===== src/rtl/dm_cmd_pkg.sv =====
// Shared types and constants for the DM abstract-command / resume controller.
package dm_cmd_pkg;

    typedef enum logic [2:0] {
        CMDERR_NONE       = 3'd0,
        CMDERR_BUSY       = 3'd1,
        CMDERR_NOTSUP     = 3'd2,
        CMDERR_EXCEPT     = 3'd3,
        CMDERR_HALTRESUME = 3'd4,
        CMDERR_OTHER      = 3'd7
    } cmderr_e;

    typedef enum logic [1:0] {
        ST_IDLE   = 2'd0,
        ST_GO     = 2'd1,
        ST_EXEC   = 2'd2,
        ST_RESUME = 2'd3
    } state_e;

    localparam logic [7:0] CmdTypeAccessReg = 8'h00;
    localparam int unsigned FlagGoBit     = 0;
    localparam int unsigned FlagResumeBit = 1;
    localparam int unsigned PostexecBit   = 18;
    localparam int unsigned TransferBit   = 17;

    function automatic logic [7:0] cmd_type(input logic [31:0] cmd);
        return cmd[31:24];
    endfunction

    // A command only needs the hart when it transfers or runs the program buffer.
    function automatic logic cmd_needs_hart(input logic [31:0] cmd);
        return cmd[TransferBit] | cmd[PostexecBit];
    endfunction

endpackage


===== src/rtl/dm_cmd_ctrl_timeout_cnt.sv =====
// Saturating watchdog counter; expired_o flags the edge on which Limit is reached.
module dm_timeout_cnt #(
    parameter int unsigned Limit    = 1024,
    parameter int unsigned CntWidth = $clog2(Limit + 1)
) (
    input  logic clk_i,
    input  logic rst_ni,
    input  logic clr_i,
    input  logic en_i,
    output logic expired_o
);

    localparam logic [CntWidth-1:0] LimitC = CntWidth'(Limit);
    localparam logic [CntWidth-1:0] LastC  = CntWidth'(Limit - 1);

    logic [CntWidth-1:0] cnt_d, cnt_q;

    always_comb begin
        cnt_d = cnt_q;
        if (clr_i) begin
            cnt_d = '0;
        end else if (en_i && (cnt_q != LimitC)) begin
            cnt_d = cnt_q + CntWidth'(1);
        end
    end

    // Reported one cycle early so the abort lands on the same edge the count hits Limit.
    assign expired_o = en_i && !clr_i && (cnt_q >= LastC);

    always_ff @(posedge clk_i or negedge rst_ni) begin
        if (!rst_ni) begin
            cnt_q <= '0;
        end else begin
            cnt_q <= cnt_d;
        end
    end

endmodule


===== src/rtl/dm_cmd_ctrl.sv =====
// Issuing side of the go/resume flag handshake: latches abstract commands and
// resume requests, drives the hart-polled flags word and reports busy/cmderr/resumeack.
module dm_cmd_ctrl
    import dm_cmd_pkg::*;
#(
    parameter int unsigned TimeoutCycles = 1024,
    parameter int unsigned CntWidth      = $clog2(TimeoutCycles + 1)
) (
    input  logic        clk_i,
    input  logic        rst_ni,
    input  logic        cmd_valid_i,
    input  logic [31:0] cmd_i,
    input  logic        cmderr_clear_i,
    input  logic        resumereq_i,
    input  logic        halted_i,
    input  logic        resuming_i,
    input  logic        hart_going_i,
    input  logic        hart_halted_ack_i,
    input  logic        hart_exception_i,
    output logic [63:0] flags_o,
    output logic [31:0] cmd_q_o,
    output logic        busy_o,
    output logic [2:0]  cmderr_o,
    output logic        resumeack_o
);

    localparam logic [1:0] StIdle   = ST_IDLE;
    localparam logic [1:0] StGo     = ST_GO;
    localparam logic [1:0] StExec   = ST_EXEC;
    localparam logic [1:0] StResume = ST_RESUME;

    logic [1:0]  state_d, state_q;
    logic [63:0] flags_d, flags_q;
    logic [31:0] cmd_d, cmd_q;
    logic        busy_d, busy_q;
    logic [2:0]  cmderr_d, cmderr_q;
    logic        resumeack_d, resumeack_q;

    logic        err_set;
    logic [2:0]  err_val;
    logic        cnt_clr, cnt_en, expired;

    assign cnt_en = (state_q == StGo) || (state_q == StExec);

    dm_timeout_cnt #(
        .Limit    (TimeoutCycles),
        .CntWidth (CntWidth)
    ) u_timeout (
        .clk_i     (clk_i),
        .rst_ni    (rst_ni),
        .clr_i     (cnt_clr),
        .en_i      (cnt_en),
        .expired_o (expired)
    );

    always_comb begin
        state_d     = state_q;
        flags_d     = flags_q;
        cmd_d       = cmd_q;
        busy_d      = 1'b0;
        resumeack_d = resumeack_q;
        err_set     = 1'b0;
        err_val     = cmderr_q;
        cnt_clr     = 1'b0;

        case (state_q)
            StIdle: begin
                if (cmd_valid_i) begin
                    // busy_q here is the one-cycle pulse of a no-hart command.
                    if (busy_q) begin
                        if (cmderr_q == CMDERR_NONE) begin
                            err_set = 1'b1;
                            err_val = CMDERR_BUSY;
                        end
                    end else if (cmderr_q != CMDERR_NONE) begin
                        err_set = 1'b0;
                    end else if (cmd_type(cmd_i) != CmdTypeAccessReg) begin
                        err_set = 1'b1;
                        err_val = CMDERR_NOTSUP;
                    end else if (!halted_i) begin
                        err_set = 1'b1;
                        err_val = CMDERR_HALTRESUME;
                    end else begin
                        cmd_d  = cmd_i;
                        busy_d = 1'b1;
                        if (cmd_needs_hart(cmd_i)) begin
                            flags_d[FlagGoBit] = 1'b1;
                            state_d            = StGo;
                            cnt_clr            = 1'b1;
                        end
                    end
                end else if (resumereq_i && halted_i && !busy_q) begin
                    flags_d[FlagResumeBit] = 1'b1;
                    resumeack_d            = 1'b0;
                    state_d                = StResume;
                end
            end

            StGo, StExec: begin
                busy_d = 1'b1;
                if (cmd_valid_i && (cmderr_q == CMDERR_NONE)) begin
                    err_set = 1'b1;
                    err_val = CMDERR_BUSY;
                end
                if (state_q == StExec && hart_exception_i) begin
                    err_set = 1'b1;
                    err_val = CMDERR_EXCEPT;
                    state_d = StIdle;
                    busy_d  = 1'b0;
                end else if (state_q == StExec && hart_halted_ack_i) begin
                    state_d = StIdle;
                    busy_d  = 1'b0;
                end else if (expired) begin
                    err_set = 1'b1;
                    err_val = CMDERR_OTHER;
                    flags_d = '0;
                    state_d = StIdle;
                    busy_d  = 1'b0;
                end else if (state_q == StGo && hart_going_i) begin
                    flags_d[FlagGoBit] = 1'b0;
                    state_d            = StExec;
                end
            end

            StResume: begin
                if (cmd_valid_i && (cmderr_q == CMDERR_NONE)) begin
                    err_set = 1'b1;
                    err_val = CMDERR_BUSY;
                end
                if (resuming_i) begin
                    flags_d[FlagResumeBit] = 1'b0;
                    resumeack_d            = 1'b1;
                    state_d                = StIdle;
                end
            end

            default: state_d = StIdle;
        endcase

        // The W1C from the DMI side outranks any error raised in the same cycle.
        if (cmderr_clear_i) begin
            cmderr_d = CMDERR_NONE;
        end else if (err_set) begin
            cmderr_d = err_val;
        end else begin
            cmderr_d = cmderr_q;
        end
    end

    always_ff @(posedge clk_i or negedge rst_ni) begin
        if (!rst_ni) begin
            state_q     <= StIdle;
            flags_q     <= '0;
            cmd_q       <= '0;
            busy_q      <= 1'b0;
            cmderr_q    <= CMDERR_NONE;
            resumeack_q <= 1'b0;
        end else begin
            state_q     <= state_d;
            flags_q     <= flags_d;
            cmd_q       <= cmd_d;
            busy_q      <= busy_d;
            cmderr_q    <= cmderr_d;
            resumeack_q <= resumeack_d;
        end
    end

    assign flags_o     = flags_q;
    assign cmd_q_o     = cmd_q;
    assign busy_o      = busy_q;
    assign cmderr_o    = cmderr_q;
    assign resumeack_o = resumeack_q;

endmodule

===== config.mk =====
export PLATFORM = sky130hd
export DESIGN_NAME = dm_cmd_ctrl
export DESIGN_NICKNAME = d
export VERILOG_FILES = /design/src/rtl/dm_cmd_pkg.sv /design/src/rtl/dm_cmd_ctrl_timeout_cnt.sv /design/src/rtl/dm_cmd_ctrl.sv
export SDC_FILE = /design/constraint.sdc
export NUM_CORES = 1
export LEC_CHECK = 0
export ABC_CLOCK_PERIOD_IN_PS = 5520
export CAP_MARGIN = 5
export CORE_UTILIZATION = 44
export DETAILED_ROUTE_END_ITERATION = 8
export PLACE_DENSITY = 0.92
export REMOVE_ABC_BUFFERS = 1
export SYNTH_ARGS = -nofsm -noshare
export SYNTH_HDL_FRONTEND = slang
export SYNTH_SLANG_ARGS = --single-unit

===== constraint.sdc =====
create_clock -name clk_i -period 5.52 [get_ports clk_i]
set_clock_uncertainty 0.15 [all_clocks]
set_input_delay 1.104 -clock clk_i [delete_from_list [all_inputs] [get_ports clk_i]]
set_output_delay 1.104 -clock clk_i [all_outputs]
set_load 0.02 [all_outputs]

**Yosys cells after proc, flatten, opt, wreduce, memory -nomap -nowiden**

Index checks and enable logic that the tools add are counted.

- Flip-flop bits (word level): 52
- Input port bits: 42
- Logic and storage cells: 144

- Reduce and logical (&&, ||, !) cells: 27
- Equality and inequality tests: 28
- Muxes and demuxes: 75
- $lt $le $gt $ge: 1
- Bitwise operators: 4
- $add $sub $neg: 1

Operator list:

| operator | count |
|---|---|
| two-way mux 1 bit | 40 |
| two-way mux 3 bit | 12 |
| two-way mux 2 bit | 14 |
| != test 2 bit, second input constant | 12 |
| != test 3 bit, second input constant | 8 |
| two-way mux 11 bit | 2 |
| AND reduction 6 bit | 2 |
| adder 11 x 1 -> 11 bit, second input constant | 1 |
| >= comparator 11 x 10 -> 1 bit, second input constant | 1 |
| != test 11 bit, second input constant | 1 |
| != test 5 bit, second input constant | 2 |
| AND reduction 10 bit | 1 |
| logical AND 1 bit | 9 |
| one-hot mux 3 bit (3 select lines) | 1 |
| != test 4 bit, second input constant | 2 |
| AND reduction 8 bit | 1 |
| nonzero test 2 bit | 4 |
| nonzero test 8 bit | 1 |
| one-hot mux 1 bit (2 select lines) | 3 |
| one-hot mux 1 bit (3 select lines) | 2 |
| one-hot mux 2 bit (3 select lines) | 1 |
| AND reduction 5 bit | 1 |
| equality test 2 bit, second input constant | 2 |
| AND reduction 4 bit | 1 |
| 9 further kinds | 12 |

**Longest topological paths before layout**

Gate-level depths: netlist (run 1).

- Word-level depth: 17
- Depth in mapped cells: 8
- Depth with buffers taken out: 7

**By module**

A second synthesis (run 1) with hierarchy kept.

- Cell total of the unflattened synthesis: 298
- Area, all modules: 3238.1 um^2

By module, submodules not included:

| module | sequential area each (um^2) | times used | cells an instance | area each (um^2) |
|---|---|---|---|---|
| dm_cmd_ctrl | 1026.0 | 1 | 227 | 2557.5 |
| dm_timeout_cnt | 275.3 | 1 | 71 | 680.7 |

**Worst setup path before layout (run 1)**

Ideal clock, no wire load.

- Kind: input to register
- From: input cmd_i[25]
- To: register cmd_q[10] (netlist: cmd_q_o[10])
- Path buffers: 1
- Arrival: 2313 ps
- Data required time: 5245 ps
- Stages on the path: 5
- Path slack: 2932 ps
- Cells stage by stage: nor4_4 nand4b_2 nor2_2 buf_4 mux2_2

- Longest elaborated chain between the ends: 3

RTL lines:

| what | line | text |
|---|---|---|
| start: declaration | dm_cmd_ctrl.sv:12 | `input logic [31:0] cmd_i,` |
| nonzero test 8 bit | dm_cmd_ctrl.sv:77 | `end else if (cmd_type(cmd_i) != CmdTypeAccessReg) begin` |
| NOT 1 bit (no source line) | - |  |
| AND reduction 6 bit (no source line) | - |  |
| end signal: assignment | dm_cmd_ctrl.sv:161 | `cmd_q <= cmd_d;` |
| end: declaration | dm_cmd_ctrl.sv:34 | `logic [31:0] cmd_d, cmd_q;` |

Every way passes these cells.
A chain may end at the register's enable or synchronous reset.

**Worst setup path after layout (run 1)**

- From: input cmd_i[29]
- To: register cmd_q[3] (netlist: cmd_q_o[3])

The elaborated chain is that of the path after synthesis.

==> impl_metrics.csv, run 1 <==
group,metric,value,unit
sta,setup_violations,0,
logic_synthesis,syn_area,2930,µm²
layout,multi_input_area,1330,µm²
sta,maxSlewViolCount,0,
worst_setup_path,r2r_cells,5,
sta,timing.fmax,0.292,GHz
worst_setup_path,timing.rr.end,"cmd_q_o[3]$_DFFE_PN0P_",
global_routing,antenna_found_initial,0,
floorplanning,initial_core_util,45.9,%
layout,syn_to_final_growth,24.2,%
clocking,cts_resized,0,
floorplanning,core_region_area,6390,µm²
layout,diodes,0,
clocking,hold_buffers,0,
global_routing,grtUsageTotal,16.2,%
floorplanning,die_height,83.6,µm
global_routing,grt_max_degree,53,
placement,hpwl,4310,µm
logic_synthesis,synth.distinct_cells,52,
worst_setup_path,path_max_fanout,22,
worst_setup_path,crit_type,"input pin to flip-flop",
route,drc,0,
route,ant_nets,0,
layout,nets,395,
floorplanning,dieArea,6990,µm²
route,wl,5680,µm
clocking,cts_tree,"done",
sta,setup_tns,0,ns
worst_setup_path,r2r_start,"state_q[0]$_DFFE_PN0P_",
floorplanning,design.portCount,143,
route,drt_iter0_drc,76,
power,p_total,1350,µW
sta,tightest_slew,1.12,ns
logic_synthesis,synth-edff-count,0,
clocking,cts_root_buffer,"clkbuf_8",
logic_synthesis,synthTopCellsByArea,"dfrtp_1, buf_4, mux2_2",
global_routing,grt_pass1_wl,9140,µm
route,drtPass1Iterations,4,
floorplanning,die_w,83.6,µm
clocking,h-tree-depth,2,
route,routedWlPerCell,13.4,µm
clocking,path_clk_slew,0.10,ns
logic_synthesis,ys.flop_type,"dfrtp_1",
sta,timing.slew.headroom,25.1,%
layout,drive_gt1_share,12.9,%
power,leakagePower,0.00167,µW
clocking,clock-sinks,52,
logic_synthesis,yosysTopAreaCellShare,44.4,%
outcome,status,"finished clean",
sta,rsz0062_at_grt,"false",
hold_path,whs_path_depth,1,
hold_path,hold_start,"cmd_q_o[30]$_DFFE_PN0P_",
layout,fill_cells,530,
placement,place_congestion,0.868,
logic_synthesis,yosysTopAreaCell,"dfrtp_1",
clocking,cts.path.max_buffers,2,
layout,utilization,57.0,%
worst_setup_path,r2r_slack,2.90,ns
logic_synthesis,synthTopCellsByCount,"buf_4, dfrtp_1, mux2_2",
logic_synthesis,post_synth.cell_area_avg,11.0,µm²
run,drv_cap,0,
route,vias,2017,
clocking,clkLatencyLatePin,0.30,ns
floorplanning,rows,29,
logic_synthesis,synth.most_common_cell,"buf_4",
sta,hold_violations,0,
worst_setup_path,cp.required,5.56,ns
placement,portBuffers,80,
logic_synthesis,async_flop_share,100,%
power,ir_worst_vdd,0.000203,V
worst_setup_path,worst_setup_path_start_kind,"input pin",
hold_path,holdCritPathClass,"flip-flop to flip-flop",
route,viasPerCell,4.75,
worst_setup_path,cp.arrival,3.47,ns
sta,final_min_period_over_clock_period,62.1,%
logic_synthesis,synth-seq-area-share,44.4,%
logic_synthesis,synthCells,267,
clocking,cts_buffers,5,
layout,register_area,1300,µm²
power,power_density,370,nW/µm²
worst_setup_path,cp-end-kind,"flip-flop",
sta,final.min_clock_period,3.43,ns
clocking,cts_setup_buffers,0,
logic_synthesis,synth_warnings,0,
logic_synthesis,yosys_register_bits,52,
global_routing,first_global_vias,1935,
global_routing,grt.overflow.total,0,
hold_path,holdPathEnd,"cmd_q_o[30]$_DFFE_PN0P_",
==> final cells by class <==
type / instances / area share (%)
Multi-Input combinational cell: 201 / 36.4
Sequential cell: 52 / 35.8
Timing Repair Buffer: 80 / 21.9
Tap cell: 77 / 2.65
Clock buffer: 5 / 1.89
Clock inverter: 3 / 0.722
Inverter: 7 / 0.722
==> stage by stage <==
step                      cell area [µm²]  hold slack [ns]  std cells  worst slack [ns]
after floorplan                      2650            0.377        260              2.59
after global placement               3540            0.317        417              1.79
after detailed placement             3540            0.324        417              1.69
after CTS                            3640            0.348        425              2.05
after global routing                 3640            0.376        425              1.85
final                                3640            0.346        425              2.09
==> metal layers <==
metal | part of all wire [%] | wire, µm | vias to the layer above | global-route usage, %
li1 | - | - | 944 | -
met1 | 40 | 2250 | 962 | 18.6
met2 | 53 | 2980 | 103 | 30.0
met3 | 6.9 | 390 | 8 | 3.76
met4 | 1.1 | 60 | 0 | 4.31
met5 | 0 | 0 | - | 0
==> worst max-delay path by stage <==
stage,startpoint,end,slack (ns),depth (start not counted)
5_1_grt,cmd_valid_i,cmd_q_o[3]$_DFFE_PN0P_,1.85,5
4_1_cts,cmd_i[25],cmd_q_o[7]$_DFFE_PN0P_,2.05,5
6_report,cmd_i[29],cmd_q_o[3]$_DFFE_PN0P_,2.09,5
3_3_place_gp,cmd_i[25],cmd_q_o[13]$_DFFE_PN0P_,1.79,5
2_1_floorplan,cmd_i[25],cmd_q_o[0]$_DFFE_PN0P_,2.59,4
3_5_place_dp,cmd_i[25],cmd_q_o[7]$_DFFE_PN0P_,1.69,5
==> cells in the final DEF, fill, tap and decap left out, types with 2 or more instances in the layout <==
cell type        Yosys  final
a21oi_1              9      9
a31oi_1              4      4
and2_1               8      8
clkbuf_8             0      5
clkdlybuf4s50_1      0     79
clkinvlp_4           0      2
conb_1               1     62
dfrtp_1             52     52
ha_1                 6      6
inv_1                7      7
mux2_2              23     23
mux2i_1              2      2
nand2_1             11     11
nand2b_1             2      2
nand3_1              4      4
nand4_1              2      2
nor2_1              17     17
nor3_1               4      4
nor4_1               3      3
nor4_4               2      2
o211ai_1             3      3
o21ai_0              2      2
xnor2_1              5      5
xor2_1               5      5
==> critical path, stage by stage <==
cell	delay [ns]
clkdlybuf4s50_1	0.45
nor4_4	0.36
nand4b_2	0.22
nor2_2	0.90
mux2_2	0.42
==> cells by family (layout without fill, tap and decap cells) <==
group / Yosys count / after routing / share of synthesized area, %
buf+inv: 75 / 95 / 18.2
simple gates: 65 / 65 / 13.7
flops: 52 / 52 / 44.4
compound gates: 31 / 31 / 7.60
mux: 27 / 27 / 10.4
xor+xnor: 10 / 10 / 2.99
fa+ha+maj: 6 / 6 / 2.56
other cells: 1 / 62 / 0.128
==> report_power, final <==
| group | internal, µW | total, µW | switching (µW) |
|---|---|---|---|
| Sequential | 457 | 545 | 88.0 |
| Clock | 92.4 | 225 | 133 |
| Combinational | 247 | 575 | 328 |
| Total | 796 | 1350 | 549 |
==> state kept, by name, summed over array words and instances (netlist names) <==
| name | count |
|---|---|
| cmd_q_o | 32 |
| resumeack_o | 1 |
| state_q | 2 |
| cmderr_o | 3 |
| u_timeout.cnt_q | 11 |
| busy_o | 1 |
| flags_o | 2 |
Note: power is estimated with default switching activity, not from simulation.
==> inputs of run 2 (changes only) <==
- ABC_CLOCK_PERIOD_IN_PS: 5520 -> 3300
- CORE_UTILIZATION: 44 -> 41
- PLACE_DENSITY: 0.92 -> 0.87
- clock period: 5.52 -> 3.3 ns (I/O delays scaled with it)
==> run 2 against run 1 <==
Register-to-register slack worse by 1.8 ns. Clock-buffer cell count did not move. Non-clock buffer count grew 3. Combinational power rose by 70%. First-iteration DRC count rose by 3.9%. Worst hold slack worse by 0.31 ns. Via count increased by 1.5%. Flip-flop and latch count unchanged. Total power rose by 67%. Final cell count is 5.2% higher. Critical path depth is 1 higher. Worst setup slack got worse by 1.3 ns. Highest routed layer unchanged.
==> impl_metrics.csv, run 2 (synthesized netlist as in run 1, its figures left out) <==
group,metric,value,unit
route,drt_iter0_drc,79,
clocking,path_clk_slew,0.09,ns
layout,fin_area,3680,µm²
power,seq_power_share,40.2,%
power,p_sw_share,40.9,%
sta,timing.fmax,0.401,GHz
clocking,cts_buffers,5,
power,ir_worst_vdd,0.000212,V
global_routing,antenna_found_initial,0,
placement,portBuffers,80,
global_routing,grt_pass1_wl,9180,µm
clocking,clkLatencyLatePin,0.31,ns
floorplanning,die_w,86.6,µm
route,ant_nets,0,
global_routing,grt.overflow.total,0,
layout,syn_to_final_growth,25.6,%
clocking,cts_tree,"done",
global_routing,grt_max_degree,45,
clocking,cts.path.max_buffers,2,
placement,place_area,3590,µm²
layout,largest_register_ffs,32,
floorplanning,dieArea,7490,µm²
clocking,cts_root_buffer,"clkbuf_8",
global_routing,first_global_vias,1976,
global_routing,grtUsageTotal,15.5,%
placement,hpwl,4380,µm
floorplanning,core_region_area,6870,µm²
clocking,hold_buffers,0,
sta,setup_tns,0,ns
floorplanning,rows,30,
outcome,status,"finished clean",
power,pwr-share-clk,16.4,%
floorplanning,initial_core_util,42.7,%
layout,finalNonFillerCells,447,
clocking,h-tree-depth,2,
route,drtPass1Iterations,4,
layout,diodes,0,
power,intPower,1330,µW
worst_setup_path,worst_setup_path_start_kind,"input pin",
placement,place_congestion,0.835,
worst_setup_path,cp-end-kind,"flip-flop",
sta,tightest_slew,0.555,ns
sta,hold_violations,0,
placement,dp_cells,439,
clocking,cts_setup_buffers,0,
clocking,clock-sinks,52,
sta,final.min_clock_period,2.49,ns
route,routedWlPerCell,12.9,µm
layout,nets,398,
sta,setup_violations,0,
sta,timing.slew.headroom,63.0,%
run,drv_cap,0,
worst_setup_path,crit_type,"input pin to flip-flop",
route,drc,0,
sta,rsz0062_at_grt,"false",
sta,final_min_period_over_clock_period,75.6,%
sta,maxSlewViolCount,0,
clocking,cts_resized,0,
route,wl,5760,µm
power,p_sw,918,µW
power,leakagePower,0.00169,µW
worst_setup_path,path_max_fanout,22,
worst_setup_path,cp.arrival,2.53,ns
power,power_density,611,nW/µm²
route,viasPerCell,4.58,
layout,drive_gt1_share,13.7,%
route,vias,2047,
hold_path,holdCritPathClass,"input pin to asynchronous set/reset pin",
worst_setup_path,cp.required,3.34,ns
floorplanning,die_height,86.6,µm
layout,final_cell_mix,"clkdlybuf4s50_1, conb_1, dfrtp_1",
floorplanning,design.portCount,143,
layout,layout_commonest_cell,"clkdlybuf4s50_1",
power,pwr-share-comb,43.4,%
==> run 2: cell count changes in the layout (fill, tap and decap cells not counted) <==
cell,change
buf_4,+3
inv_8,-1
clkinv_2,+1
inv_6,+1
clkinvlp_4,-1
==> run 2: per-stage QoR <==
step,hold slack [ns],setup WS [ns],total power [µW],util [%]
2_1_floorplan,0.214,0.818,1570,-
3_3_place_gp,0.317,0.516,1840,52.3
3_5_place_dp,0.321,0.502,1880,52.3
4_1_cts,0.0331,0.817,2250,53.6
5_1_grt,0.0336,0.674,2400,53.6
6_report,0.0365,0.806,2250,53.6
==> run 2: per-layer routing <==
metal | vias to the layer above | GRT usage [%] | part of all wire (%)
met5 | - | 0 | 0
met4 | 0 | 4.55 | 1.1
met3 | 7 | 2.48 | 5.8
met2 | 109 | 28.8 | 53
met1 | 978 | 18.5 | 40
li1 | 953 | - | -
==> run 2: worst paths after layout <==
path	slack (ns)	start	endpoint	cells after the start
max reg2reg	1.06	state_q[0]$_DFFE_PN0P_	state_q[0]$_DFFE_PN0P_	6
min	0.04	rst_ni	cmd_q_o[14]$_DFFE_PN0P_	1
min reg2reg	0.34	cmd_q_o[25]$_DFFE_PN0P_	cmd_q_o[25]$_DFFE_PN0P_	1
min in group clk_i	0.34	cmd_q_o[25]$_DFFE_PN0P_	cmd_q_o[25]$_DFFE_PN0P_	1
max in group asynchronous	2.17	rst_ni	resumeack_o$_DFFE_PN0P_	2
max	0.81	cmd_valid_i	cmd_q_o[15]$_DFFE_PN0P_	6
==> run 2: power groups by stage <==
stage	clock network [µW]	registers (µW)	logic [µW]
after floorplan	0	939	630
after global placement	0	909	929
after detailed placement	0	914	966
after CTS	376	903	973
after global routing	403	921	1080
final	368	904	975
==> run 2: worst max-delay path, stage by stage <==
cell and delay (ns):
clkdlybuf4s50_1 0.55, nor4b_2 0.39, nand2_1 0.14, nor2_2 0.11
buf_4 0.29, mux2_2 0.37
==> run 2: final cells by class <==
cell class	count	area [µm²]
tap	96	120
sequential	52	1300
timing repair buffer	83	818
clock buffer	5	68.8
inverter	7	26.3
multi-input combinational	201	1330
clock inverter	3	21.3
fill	604	3190
